File: src/rtl/writeback_stage_p_if.sv
// Bus bundle for writeback_stage_p: MEM/WB handshake, register-file write port and
// the two forwarding query ports.
interface writeback_stage_p_if #(
    parameter int unsigned WIDTH    = 32,
    parameter int unsigned REG_BITS = 5
);
    logic                in_valid;
    logic                in_ready;
    logic [WIDTH-1:0]    in_pc;
    logic [WIDTH-1:0]    in_mem_out;
    logic [WIDTH-1:0]    in_alu_out;
    logic [REG_BITS-1:0] in_rf_dest;
    logic [5:0]          in_opcode;
    logic [1:0]          in_addr_lo;
    logic                wb_stall;
    logic                rf_write;
    logic [REG_BITS-1:0] rf_dest;
    logic [WIDTH-1:0]    rf_data;
    logic [REG_BITS-1:0] q0_reg;
    logic [REG_BITS-1:0] q1_reg;
    logic                q0_hit;
    logic                q1_hit;
    logic [WIDTH-1:0]    q0_data;
    logic [WIDTH-1:0]    q1_data;

    modport master (
        output in_valid, in_pc, in_mem_out, in_alu_out, in_rf_dest, in_opcode, in_addr_lo,
        output wb_stall, q0_reg, q1_reg,
        input  in_ready, rf_write, rf_dest, rf_data, q0_hit, q1_hit, q0_data, q1_data
    );

    modport slave (
        input  in_valid, in_pc, in_mem_out, in_alu_out, in_rf_dest, in_opcode, in_addr_lo,
        input  wb_stall, q0_reg, q1_reg,
        output in_ready, rf_write, rf_dest, rf_data, q0_hit, q1_hit, q0_data, q1_data
    );
endinterface

File: src/rtl/writeback_stage_p.sv
// Registered MIPS write-back stage with retired-write history and two forwarding ports.
// Define WB_SUBWORD_LOAD_EN to enable lb/lbu/lh/lhu lane extraction and extension.
module writeback_stage_p #(
    parameter int unsigned WIDTH    = 32,
    parameter int unsigned REG_BITS = 5,
    parameter int unsigned DEPTH    = 2,
    parameter int unsigned LINK_REG = 31
) (
    input logic               clk,
    input logic               rst,
    writeback_stage_p_if.slave bus
);
    localparam logic [5:0] OpJ    = 6'h02;
    localparam logic [5:0] OpJal  = 6'h03;
    localparam logic [5:0] OpBltz = 6'h01;
    localparam logic [5:0] OpBeq  = 6'h04;
    localparam logic [5:0] OpBne  = 6'h05;
    localparam logic [5:0] OpBlez = 6'h06;
    localparam logic [5:0] OpBgtz = 6'h07;
    localparam logic [5:0] OpLb   = 6'h20;
    localparam logic [5:0] OpLh   = 6'h21;
    localparam logic [5:0] OpLw   = 6'h23;
    localparam logic [5:0] OpLbu  = 6'h24;
    localparam logic [5:0] OpLhu  = 6'h25;
    localparam logic [5:0] OpSb   = 6'h28;
    localparam logic [5:0] OpSh   = 6'h29;
    localparam logic [5:0] OpSw   = 6'h2B;

    logic                slot_valid_q, slot_we_q;
    logic [REG_BITS-1:0] slot_dest_q;
    logic [WIDTH-1:0]    slot_data_q;

    logic                hist_valid_q [DEPTH];
    logic [REG_BITS-1:0] hist_dest_q  [DEPTH];
    logic [WIDTH-1:0]    hist_data_q  [DEPTH];

    logic                dec_we;
    logic [REG_BITS-1:0] dec_dest;
    logic [WIDTH-1:0]    dec_data;
    logic [WIDTH-1:0]    load_data;
    logic [WIDTH:0]      q0_res, q1_res;

`ifdef WB_SUBWORD_LOAD_EN
    logic [7:0]  ld_byte;
    logic [15:0] ld_half;

    // Big-endian lanes: addr_lo 0 addresses the most significant byte.
    always_comb begin
        ld_byte = '0;
        unique case (bus.in_addr_lo)
            2'd0: ld_byte = bus.in_mem_out[31:24];
            2'd1: ld_byte = bus.in_mem_out[23:16];
            2'd2: ld_byte = bus.in_mem_out[15:8];
            2'd3: ld_byte = bus.in_mem_out[7:0];
        endcase
        ld_half = bus.in_addr_lo[1] ? bus.in_mem_out[15:0] : bus.in_mem_out[31:16];
        case (bus.in_opcode)
            OpLb:    load_data = {{(WIDTH-8){ld_byte[7]}}, ld_byte};
            OpLbu:   load_data = {{(WIDTH-8){1'b0}}, ld_byte};
            OpLh:    load_data = {{(WIDTH-16){ld_half[15]}}, ld_half};
            OpLhu:   load_data = {{(WIDTH-16){1'b0}}, ld_half};
            default: load_data = bus.in_mem_out;
        endcase
    end
`else
    logic unused_addr_lo;
    assign unused_addr_lo = ^bus.in_addr_lo;
    assign load_data      = bus.in_mem_out;
`endif

    always_comb begin
        dec_we   = 1'b1;
        dec_dest = bus.in_rf_dest;
        dec_data = bus.in_alu_out;
        case (bus.in_opcode)
            OpJ, OpBltz, OpBeq, OpBne, OpBlez, OpBgtz, OpSb, OpSh, OpSw: dec_we = 1'b0;
            OpJal: begin
                dec_dest = REG_BITS'(LINK_REG);
                dec_data = bus.in_pc + WIDTH'(8);
            end
            OpLb, OpLh, OpLw, OpLbu, OpLhu: dec_data = load_data;
            default: ;
        endcase
        if (dec_dest == '0) dec_we = 1'b0;
    end

    assign bus.in_ready = ~bus.wb_stall;
    assign bus.rf_write = slot_valid_q & slot_we_q & ~bus.wb_stall;
    assign bus.rf_dest  = slot_dest_q;
    assign bus.rf_data  = slot_data_q;

    always_ff @(posedge clk or posedge rst) begin
        if (rst) begin
            slot_valid_q <= 1'b0;
            slot_we_q    <= 1'b0;
            slot_dest_q  <= '0;
            slot_data_q  <= '0;
        end else if (bus.in_ready) begin
            slot_valid_q <= bus.in_valid;
            slot_we_q    <= bus.in_valid & dec_we;
            slot_dest_q  <= dec_dest;
            slot_data_q  <= dec_data;
        end
    end

    // Entry 0 is the newest retired write.
    always_ff @(posedge clk or posedge rst) begin
        if (rst) begin
            for (int unsigned i = 0; i < DEPTH; i++) begin
                hist_valid_q[i] <= 1'b0;
                hist_dest_q[i]  <= '0;
                hist_data_q[i]  <= '0;
            end
        end else if (bus.rf_write) begin
            hist_valid_q[0] <= 1'b1;
            hist_dest_q[0]  <= slot_dest_q;
            hist_data_q[0]  <= slot_data_q;
            for (int unsigned i = 1; i < DEPTH; i++) begin
                hist_valid_q[i] <= hist_valid_q[i-1];
                hist_dest_q[i]  <= hist_dest_q[i-1];
                hist_data_q[i]  <= hist_data_q[i-1];
            end
        end
    end

    // Later assignments win: oldest history first, then newer, then the slot.
    function automatic logic [WIDTH:0] lookup(input logic [REG_BITS-1:0] q);
        logic [WIDTH:0] r;
        r = '0;
        if (q != '0) begin
            for (int i = int'(DEPTH) - 1; i >= 0; i--) begin
                if (hist_valid_q[i] && hist_dest_q[i] == q) r = {1'b1, hist_data_q[i]};
            end
            if (slot_valid_q && slot_we_q && slot_dest_q == q) r = {1'b1, slot_data_q};
        end
        return r;
    endfunction

    always_comb begin
        q0_res = lookup(bus.q0_reg);
        q1_res = lookup(bus.q1_reg);
    end

    assign bus.q0_hit  = q0_res[WIDTH];
    assign bus.q0_data = q0_res[WIDTH-1:0];
    assign bus.q1_hit  = q1_res[WIDTH];
    assign bus.q1_data = q1_res[WIDTH-1:0];
endmodule

File: src/flat_wrapper.sv
// flat-port wrapper written by rule: the top's interface ports become plain ports
module writeback_stage_p_flat 
#(
    parameter int unsigned WIDTH    = 32,
    parameter int unsigned REG_BITS = 5,
    parameter int unsigned DEPTH    = 2,
    parameter int unsigned LINK_REG = 31
)
  (clk, rst, bus_in_valid, bus_in_pc, bus_in_mem_out, bus_in_alu_out, bus_in_rf_dest, bus_in_opcode, bus_in_addr_lo, bus_wb_stall, bus_q0_reg, bus_q1_reg, bus_in_ready, bus_rf_write, bus_rf_dest, bus_rf_data, bus_q0_hit, bus_q1_hit, bus_q0_data, bus_q1_data);
  writeback_stage_p_if #(.WIDTH(WIDTH), .REG_BITS(REG_BITS)) bus_i ();
  input logic clk;
  input logic rst;
  input wire logic [$bits(bus_i.in_valid)-1:0] bus_in_valid;
  input wire logic [$bits(bus_i.in_pc)-1:0] bus_in_pc;
  input wire logic [$bits(bus_i.in_mem_out)-1:0] bus_in_mem_out;
  input wire logic [$bits(bus_i.in_alu_out)-1:0] bus_in_alu_out;
  input wire logic [$bits(bus_i.in_rf_dest)-1:0] bus_in_rf_dest;
  input wire logic [$bits(bus_i.in_opcode)-1:0] bus_in_opcode;
  input wire logic [$bits(bus_i.in_addr_lo)-1:0] bus_in_addr_lo;
  input wire logic [$bits(bus_i.wb_stall)-1:0] bus_wb_stall;
  input wire logic [$bits(bus_i.q0_reg)-1:0] bus_q0_reg;
  input wire logic [$bits(bus_i.q1_reg)-1:0] bus_q1_reg;
  output wire logic [$bits(bus_i.in_ready)-1:0] bus_in_ready;
  output wire logic [$bits(bus_i.rf_write)-1:0] bus_rf_write;
  output wire logic [$bits(bus_i.rf_dest)-1:0] bus_rf_dest;
  output wire logic [$bits(bus_i.rf_data)-1:0] bus_rf_data;
  output wire logic [$bits(bus_i.q0_hit)-1:0] bus_q0_hit;
  output wire logic [$bits(bus_i.q1_hit)-1:0] bus_q1_hit;
  output wire logic [$bits(bus_i.q0_data)-1:0] bus_q0_data;
  output wire logic [$bits(bus_i.q1_data)-1:0] bus_q1_data;
  assign bus_i.in_valid = bus_in_valid;
  assign bus_i.in_pc = bus_in_pc;
  assign bus_i.in_mem_out = bus_in_mem_out;
  assign bus_i.in_alu_out = bus_in_alu_out;
  assign bus_i.in_rf_dest = bus_in_rf_dest;
  assign bus_i.in_opcode = bus_in_opcode;
  assign bus_i.in_addr_lo = bus_in_addr_lo;
  assign bus_i.wb_stall = bus_wb_stall;
  assign bus_i.q0_reg = bus_q0_reg;
  assign bus_i.q1_reg = bus_q1_reg;
  assign bus_in_ready = bus_i.in_ready;
  assign bus_rf_write = bus_i.rf_write;
  assign bus_rf_dest = bus_i.rf_dest;
  assign bus_rf_data = bus_i.rf_data;
  assign bus_q0_hit = bus_i.q0_hit;
  assign bus_q1_hit = bus_i.q1_hit;
  assign bus_q0_data = bus_i.q0_data;
  assign bus_q1_data = bus_i.q1_data;
  writeback_stage_p #(.WIDTH(WIDTH), .REG_BITS(REG_BITS), .DEPTH(DEPTH), .LINK_REG(LINK_REG)) u_core (.clk(clk), .rst(rst), .bus(bus_i));
endmodule
File: config.mk
export PLATFORM = sky130hd
export DESIGN_NAME = writeback_stage_p_flat
export DESIGN_NICKNAME = d
export VERILOG_FILES = /design/src/rtl/writeback_stage_p_if.sv /design/src/rtl/writeback_stage_p.sv /design/src/flat_wrapper.sv
export SDC_FILE = /design/constraint.sdc
export NUM_CORES = 1
export LEC_CHECK = 0
export BUFFER_PORTS_ARGS = -buffer_cell sky130_fd_sc_hd__buf_2
export CELL_PAD_IN_SITES_DETAIL_PLACEMENT = 1
export CELL_PAD_IN_SITES_GLOBAL_PLACEMENT = 2
export CORE_ASPECT_RATIO = 0.7
export CORE_UTILIZATION = 27
export DETAILED_ROUTE_END_ITERATION = 16
export GPL_ROUTABILITY_DRIVEN = 1
export PLACE_DENSITY = 0.76
export SYNTH_ARGS = -nofsm -noshare
export SYNTH_HDL_FRONTEND = slang
export SYNTH_SLANG_ARGS = --single-unit
export TNS_END_PERCENT = 5
File: constraint.sdc
create_clock -name clk -period 3.23 [get_ports clk]
set_input_delay 0.1615 -clock clk [delete_from_list [all_inputs] [get_ports clk]]
set_output_delay 0.1615 -clock clk [all_outputs]
set_load 0.005 [all_outputs]
Yosys cells after proc, flatten, opt, wreduce, memory -nomap -nowiden
Index checks and enable logic that the tools add are counted.
{"block": "op_classes", "n_addsub": 1, "n_eq_ne": 21, "n_mux": 12, "bitwise": 4, "n_reduce_logical": 12}
{"op": "$mux 33", "count": 8}
{"op": "$pmux 32 s2", "count": 1}
{"op": "$eq 6x6->1 const B", "count": 8}
{"op": "$add 32x4->32 const B", "count": 1}
{"op": "$eq 5x5->1", "count": 6}
{"op": "$eq 6x3->1 const B", "count": 4}
{"op": "$eq 6x2->1 const B", "count": 2}
{"op": "$reduce_bool 5->1", "count": 2}
{"op": "$reduce_or 9->1", "count": 1}
{"op": "$logic_and 1x1->1", "count": 7}
{"op": "$eq 6x1->1 const B", "count": 1}
{"op": "$logic_not 5->1", "count": 1}
{"op": "$mux 5", "count": 1}
{"op": "$reduce_or 5->1", "count": 1}
{"op": "$and 1x1->1", "count": 3}
{"op": "$mux 1", "count": 2}
{"op": "$not 1->1", "count": 1}
{"block": "word_totals", "ff_bits": 115, "inputBits": 123, "wordCells": 60}

Logic depth before layout (Yosys ltp)
{"block": "logic_depth", "depth_word": 6, "depth_mapped": 7, "ltp_nobuf": 6}

Least setup slack after synthesis
OpenSTA, ideal clock, no wires.
{"block": "synth_timing", "path_type": "register to output", "start": "register u_core.slot_dest_q[2] (netlist: u_core.bus.rf_dest[2])", "end": "output port bus_q1_data[10]", "arrival_time_ns": 1.660, "required_time_ns": 3.069, "slack_ns": 1.408, "stages_incl_launch_ff": 7, "cell_sequence": "dfrtp_1 xor2_1 nor4_1 nand3_1 nor2_1 clkbuf_1 o2bb2ai_1"}
{"block": "synth_between", "elab_chain_cells": 4}
{"element": "start: declaration", "line": "writeback_stage_p.sv:30", "rtl": "logic [REG_BITS-1:0] slot_dest_q;"}
{"element": "start signal: assignment", "line": "writeback_stage_p.sv:101", "rtl": "slot_dest_q <= dec_dest;"}
{"element": "$eq 5x5->1", "line": "writeback_stage_p.sv:134", "rtl": "if (slot_valid_q && slot_we_q && slot_dest_q == q) r = {1'b1, slot_data_q};"}
{"element": "$logic_and 1x1->1", "line": "writeback_stage_p.sv:134"}
{"element": "$mux 33", "line": "writeback_stage_p.sv:134"}
{"element": "$mux 33", "line": "writeback_stage_p.sv:130", "rtl": "if (q != '0) begin"}
{"element": "end: declaration", "line": "flat_wrapper.sv:30", "rtl": "output wire logic [$bits(bus_i.q1_data)-1:0] bus_q1_data;"}
Every way passes these cells.

Final worst setup path
{"block": "layout_timing", "start": "register u_core.hist_dest_q[7] (netlist bit)", "end": "output port bus_q1_data[31]"}
{"block": "layout_between", "elab_chain_cells": 5}
{"element": "start: declaration", "line": "writeback_stage_p.sv:34", "rtl": "logic [REG_BITS-1:0] hist_dest_q [DEPTH];"}
{"element": "start signal: indexed assignment", "line": "writeback_stage_p.sv:120", "rtl": "hist_dest_q[i] <= hist_dest_q[i-1];"}
{"element": "$eq 5x5->1", "line": "writeback_stage_p.sv:132", "rtl": "if (hist_valid_q[i] && hist_dest_q[i] == q) r = {1'b1, hist_data_q[i]};"}
{"element": "$logic_and 1x1->1", "line": "writeback_stage_p.sv:132"}
{"element": "$mux 33", "line": "writeback_stage_p.sv:132"}
{"element": "$mux 33", "line": "writeback_stage_p.sv:134"}
{"element": "$mux 33", "line": "writeback_stage_p.sv:130"}
Every way passes these cells.

==> summary.md <==
The startpoint identified for the worst hold timing path is bus_in_rf_dest[2]. Most used flip-flop cell after synthesis: sky130_fd_sc_hd__dfrtp_1. For this design, the sink count on the clock tree is 115.

The iteration-0 DRC count of the detailed router was 350; the length in cells of the worst reg-to-reg path was 3. After clock tree synthesis, the repair step resized 0 gates. For the maximum number of pins on one net before global-route repair, the log shows 92. The worst-case register-to-register setup slack is 1.60 ns.

The area overhead of the layout relative to synthesis came out at 29.9%. The startpoint identified for the worst register-to-register timing path is u_core.slot_valid_q. Power per standard cell area: 588 nW/um^2. The synthesized flop and latch total came out at 115. The worst vdd rail ir drop is 0.316 mV, and the data arrival time of the critical path is 2.66 ns. After routing the design area is 9230 um^2.

The max-slew violation count was 0; the number of CTS-inserted buffers was 17. The count of endpoints failing hold in the final timing report was 0. Family of cells with the greatest summed delay on the critical path: buffers and inverters. The mean instance size in the synthesized netlist is 8.75 um^2. STA classifies the critical path startpoint as a register. Wires add up to 27700 um. In the routed design, unresolved DRC markers number 0. The floorplan step defined a core boundary enclosing 25700 um^2.

The tools report the routability congestion estimate as 0.819. The total overflow left after global routing is 0. Traced cell by cell, the critical path runs through xor2_1 > nor4_1 > and3_2 > buf_4 > mux2i_1 > o2bb2ai_1 > buf_2. TritonCTS built the clock tree.

Synthesis produced a netlist whose cell count is 812. For the tightest slew margin relative to the limit, the log shows 0.257. The classification of the worst setup path was register to output pin.

The number of buffer cells added on primary ports is 225, and the relative contribution of sequential cells to total power is 0.413. Number of top-level pins: 228. Setup repair after global routing left no endpoint under its margin. The tools report the switching power as 1840 uW.

The floorplan die width was 196 um; the portion of the clock cycle consumed by the worst path in the final layout was 0.874. On the final layout, the worst hold slack is 0.0231 ns. The tools report the end of the worst register-to-register path as u_core.hist_data_q[32].

The antenna cell count was 0; the combinational cell fraction of total power was 0.231. The die outline area came out at 27000 um^2. Setup violations remaining at the end of the flow were counted as 0.

After clock tree synthesis, the clock-pin slew on the worst setup and hold paths is 0.06 ns. Synthesis produced a netlist with a net count of 936. The logs give 5 for the number of detailed-route iterations in the first pass and 3.07 ns for the required time of the critical path. Summed over all nets, the half-perimeter wirelength after detailed placement is 20000 um. The number of buffers and inverters on the critical path is 2.

The proportion of synthesized flip-flops having asynchronous set or reset was 1.00; the stage delay of the slowest cell on the critical path was 0.54 ns. For the finished layout, the period the worst path requires is 2.82 ns. The switching share of total power was 0.339. Sort of element at the end of the critical path: an output pin. Across the routed clock network, the largest skew measured is 0.00988 ns. Yosys printed 0 warnings.

After detailed placement, the total cell area comes to 8590 um^2. The die is 138 um tall. The initial standard-cell utilization of the core was 0.276; the depth of the CTS H-tree was 4. The routed layout has 6864 vias.

The instance count along the most critical hold path works out to 3. The tools report the fraction of the yosys area taken by sequential cells as 0.405. The first global-routing pass estimated 42300 um of wire.

The number of library cell types mapped by synthesis is 51, and the total of fill cells in the finished design is 3111. The share of cells above drive strength 1 works out to 0.280. For this run, the post-layout net count is 1147.

For the number of antenna violations at the first check in global routing, the log shows 1. At the placement stage, the worst setup path has a slack of 0.797 ns. Across the run, the number of max-cap violations was 0.

The via-per-instance ratio is 5.02, and the post-CTS setup-driven buffer insertion count is 0. The initialized floorplan defines 49 standard-cell rows. The tools report the overall routing resource usage as 0.208. The slowest stage of the critical path belongs to the cell sky130_fd_sc_hd__buf_4. Wire length per cell: 20.3 um. Clock latency on the worst-skew pair, taken at its later pin, is 0.42 ns. Internal power comes to 3580 uW. The path category of the worst min-delay check was input port to register. The part of the total power dissipated in the clock network is 0.356. The run finished with clean final reports. The fmax came out at 0.354 GHz.

In this run, synthesis inferred 0 flip-flops with an integrated enable. Leakage power: 0.00430 uW. The final setup slack of the worst path is 0.407 ns, and the via count of the first global-routing pass is 7177. The buffer depth of the longest clock path is 2. The tools report the worst hold endpoint as u_core.bus.rf_dest[2].

Of all nets on the critical path, the largest fanout is 33. At the pin with the least slew margin, the transition time is 1.11 ns. Sum of negative setup slack: 0 ns.

The root buffer cell chosen for the clock tree is sky130_fd_sc_hd__clkbuf_16. In this run the remaining antenna-violating nets after routing total 0. In this run the cell area of the synthesized design comes to 7100 um^2.
timing repair:
item,4_1_cts,5_1_grt
hold buffers,5,0
hold endpoints to repair,45,0
endpoints found under the setup margin,0,0
cell type report:
class / instances / area, um^2 / area share
clock buffer: 19 / 433 / 0.0469
clock inverter: 13 / 160 / 0.0173
inverter: 25 / 96.3 / 0.0104
multi-input combinational: 616 / 3930 / 0.425
sequential: 115 / 2880 / 0.312
tap: 331 / 414 / 0.0449
timing repair buffer: 248 / 1320 / 0.143
sequential cells by signal, summed over array words and instances, names as in the netlist:
signal               count
u_core.bus.rf_data      32
u_core.bus.rf_dest       5
u_core.hist_data_q      64
u_core.hist_dest_q      10
u_core.hist_valid_q      2
u_core.slot_valid_q      1
u_core.slot_we_q         1
cell usage after synthesis (3+ instances only):
library cell / instances / share of area
sky130_fd_sc_hd__xor2_1: 37 / 0.046
sky130_fd_sc_hd__and3_1: 4 / 0.0035
sky130_fd_sc_hd__o2bb2ai_1: 66 / 0.081
sky130_fd_sc_hd__buf_4: 6 / 0.0063
sky130_fd_sc_hd__a22o_1: 6 / 0.0074
sky130_fd_sc_hd__a22oi_1: 8 / 0.0085
sky130_fd_sc_hd__or4_1: 4 / 0.0042
sky130_fd_sc_hd__nand3_1: 16 / 0.011
sky130_fd_sc_hd__clkbuf_1: 35 / 0.018
sky130_fd_sc_hd__nor2_1: 24 / 0.013
sky130_fd_sc_hd__a221o_1: 5 / 0.0070
sky130_fd_sc_hd__a2bb2oi_1: 5 / 0.0062
sky130_fd_sc_hd__buf_2: 14 / 0.0099
sky130_fd_sc_hd__dfrtp_1: 115 / 0.41
sky130_fd_sc_hd__o21ai_0: 26 / 0.018
sky130_fd_sc_hd__nand2b_1: 3 / 0.0026
sky130_fd_sc_hd__a211oi_1: 7 / 0.0074
sky130_fd_sc_hd__o22ai_1: 5 / 0.0044
sky130_fd_sc_hd__nand4_1: 6 / 0.0053
sky130_fd_sc_hd__a32oi_1: 4 / 0.0049
sky130_fd_sc_hd__mux2i_1: 64 / 0.090
sky130_fd_sc_hd__a31oi_1: 3 / 0.0026
sky130_fd_sc_hd__inv_1: 24 / 0.013
sky130_fd_sc_hd__a21oi_1: 14 / 0.0099
sky130_fd_sc_hd__nor3_1: 8 / 0.0056
sky130_fd_sc_hd__nand2_1: 237 / 0.13
sky130_fd_sc_hd__xnor2_1: 16 / 0.020
sky130_fd_sc_hd__nor4_1: 9 / 0.0079
sky130_fd_sc_hd__o221ai_1: 4 / 0.0049
sky130_fd_sc_hd__a221oi_1: 9 / 0.011
worst reg2reg max path, cell delays in order (launching register included):
cell and delay (ns):
sky130_fd_sc_hd__dfrtp_1 0.41, sky130_fd_sc_hd__nand3_4 0.10, sky130_fd_sc_hd__buf_4 0.75, sky130_fd_sc_hd__o21ai_0 0.20
layer usage:
layer	global-route usage	share of wire	up-vias
met4	0.0503	0.0067	2
met5	0	0.00047	-
li1	-	-	3293
met1	0.305	0.51	3366
met2	0.305	0.43	185
met3	0.0485	0.056	18
cells in the final DEF, fill, tap and decap left out, types with 4 or more instances in the layout:
master / netlist / layout
sky130_fd_sc_hd__o221ai_1: 4 / 4
sky130_fd_sc_hd__a221oi_1: 9 / 9
sky130_fd_sc_hd__o21ai_0: 26 / 26
sky130_fd_sc_hd__nor4_1: 9 / 9
sky130_fd_sc_hd__buf_4: 6 / 17
sky130_fd_sc_hd__nor3_1: 8 / 8
sky130_fd_sc_hd__dlygate4sd3_1: 0 / 5
sky130_fd_sc_hd__a211oi_1: 7 / 7
sky130_fd_sc_hd__o2bb2ai_1: 66 / 66
sky130_fd_sc_hd__xor2_1: 37 / 37
sky130_fd_sc_hd__nand3_1: 16 / 15
sky130_fd_sc_hd__mux2i_1: 64 / 64
sky130_fd_sc_hd__nor2_1: 24 / 23
sky130_fd_sc_hd__a22o_1: 6 / 6
sky130_fd_sc_hd__a21oi_1: 14 / 13
sky130_fd_sc_hd__xnor2_1: 16 / 16
sky130_fd_sc_hd__clkbuf_16: 0 / 17
sky130_fd_sc_hd__inv_1: 24 / 23
sky130_fd_sc_hd__a32oi_1: 4 / 4
sky130_fd_sc_hd__nand4_1: 6 / 6
sky130_fd_sc_hd__clkinvlp_4: 0 / 5
sky130_fd_sc_hd__a221o_1: 5 / 5
sky130_fd_sc_hd__or4_1: 4 / 4
sky130_fd_sc_hd__o22ai_1: 5 / 5
sky130_fd_sc_hd__a22oi_1: 8 / 8
sky130_fd_sc_hd__buf_2: 14 / 225
sky130_fd_sc_hd__a2bb2oi_1: 5 / 5
sky130_fd_sc_hd__dfrtp_1: 115 / 115
sky130_fd_sc_hd__nand2_1: 237 / 237
worst max-delay path by stage:
stage                          startpoint                    end  slack, ns  depth (start not counted)
detailed placement  u_core.hist_dest_q[7]        bus_q1_data[14]       0.80                          7
floorplan                             rst  u_core.bus.rf_data[0]       0.02                          1
finish              u_core.hist_dest_q[7]        bus_q1_data[31]       0.41                          7
global route        u_core.hist_dest_q[7]        bus_q1_data[31]       0.18                          7
global placement    u_core.hist_dest_q[7]        bus_q1_data[30]       0.82                          7
CTS                 u_core.hist_dest_q[7]        bus_q1_data[14]       0.35                          7
per-stage QoR:
| stage | power [uW] | util | instances |
|---|---|---|---|
| final | 5420 | 0.359 | 1367 |
| after CTS | 5470 | 0.359 | 1367 |
| after detailed placement | 3520 | 0.334 | 1330 |
| after global routing | 5750 | 0.359 | 1367 |
| after floorplan | 2940 | - | 812 |
| after global placement | 3460 | 0.334 | 1330 |
cells by family after synthesis:
family / after synthesis / share of synthesized area
XOR/XNOR: 53 / 0.0653
buffers and inverters: 81 / 0.0486
AND/OR/NAND/NOR: 326 / 0.199
AO/OA/AOI/OAI: 170 / 0.187
flip-flops: 115 / 0.405
adder cells (fa/ha/maj): 1 / 0.00176
multiplexers: 66 / 0.0933
power by group through the flow:
stage / registers, uW / clock network (uW) / logic, uW
global placement: 2230 / 0 / 1220
global route: 2290 / 2020 / 1440
CTS: 2230 / 1960 / 1270
finish: 2240 / 1930 / 1250
detailed placement: 2250 / 0 / 1260
floorplan: 2120 / 0 / 825
Power figures use the tool's default switching activity.
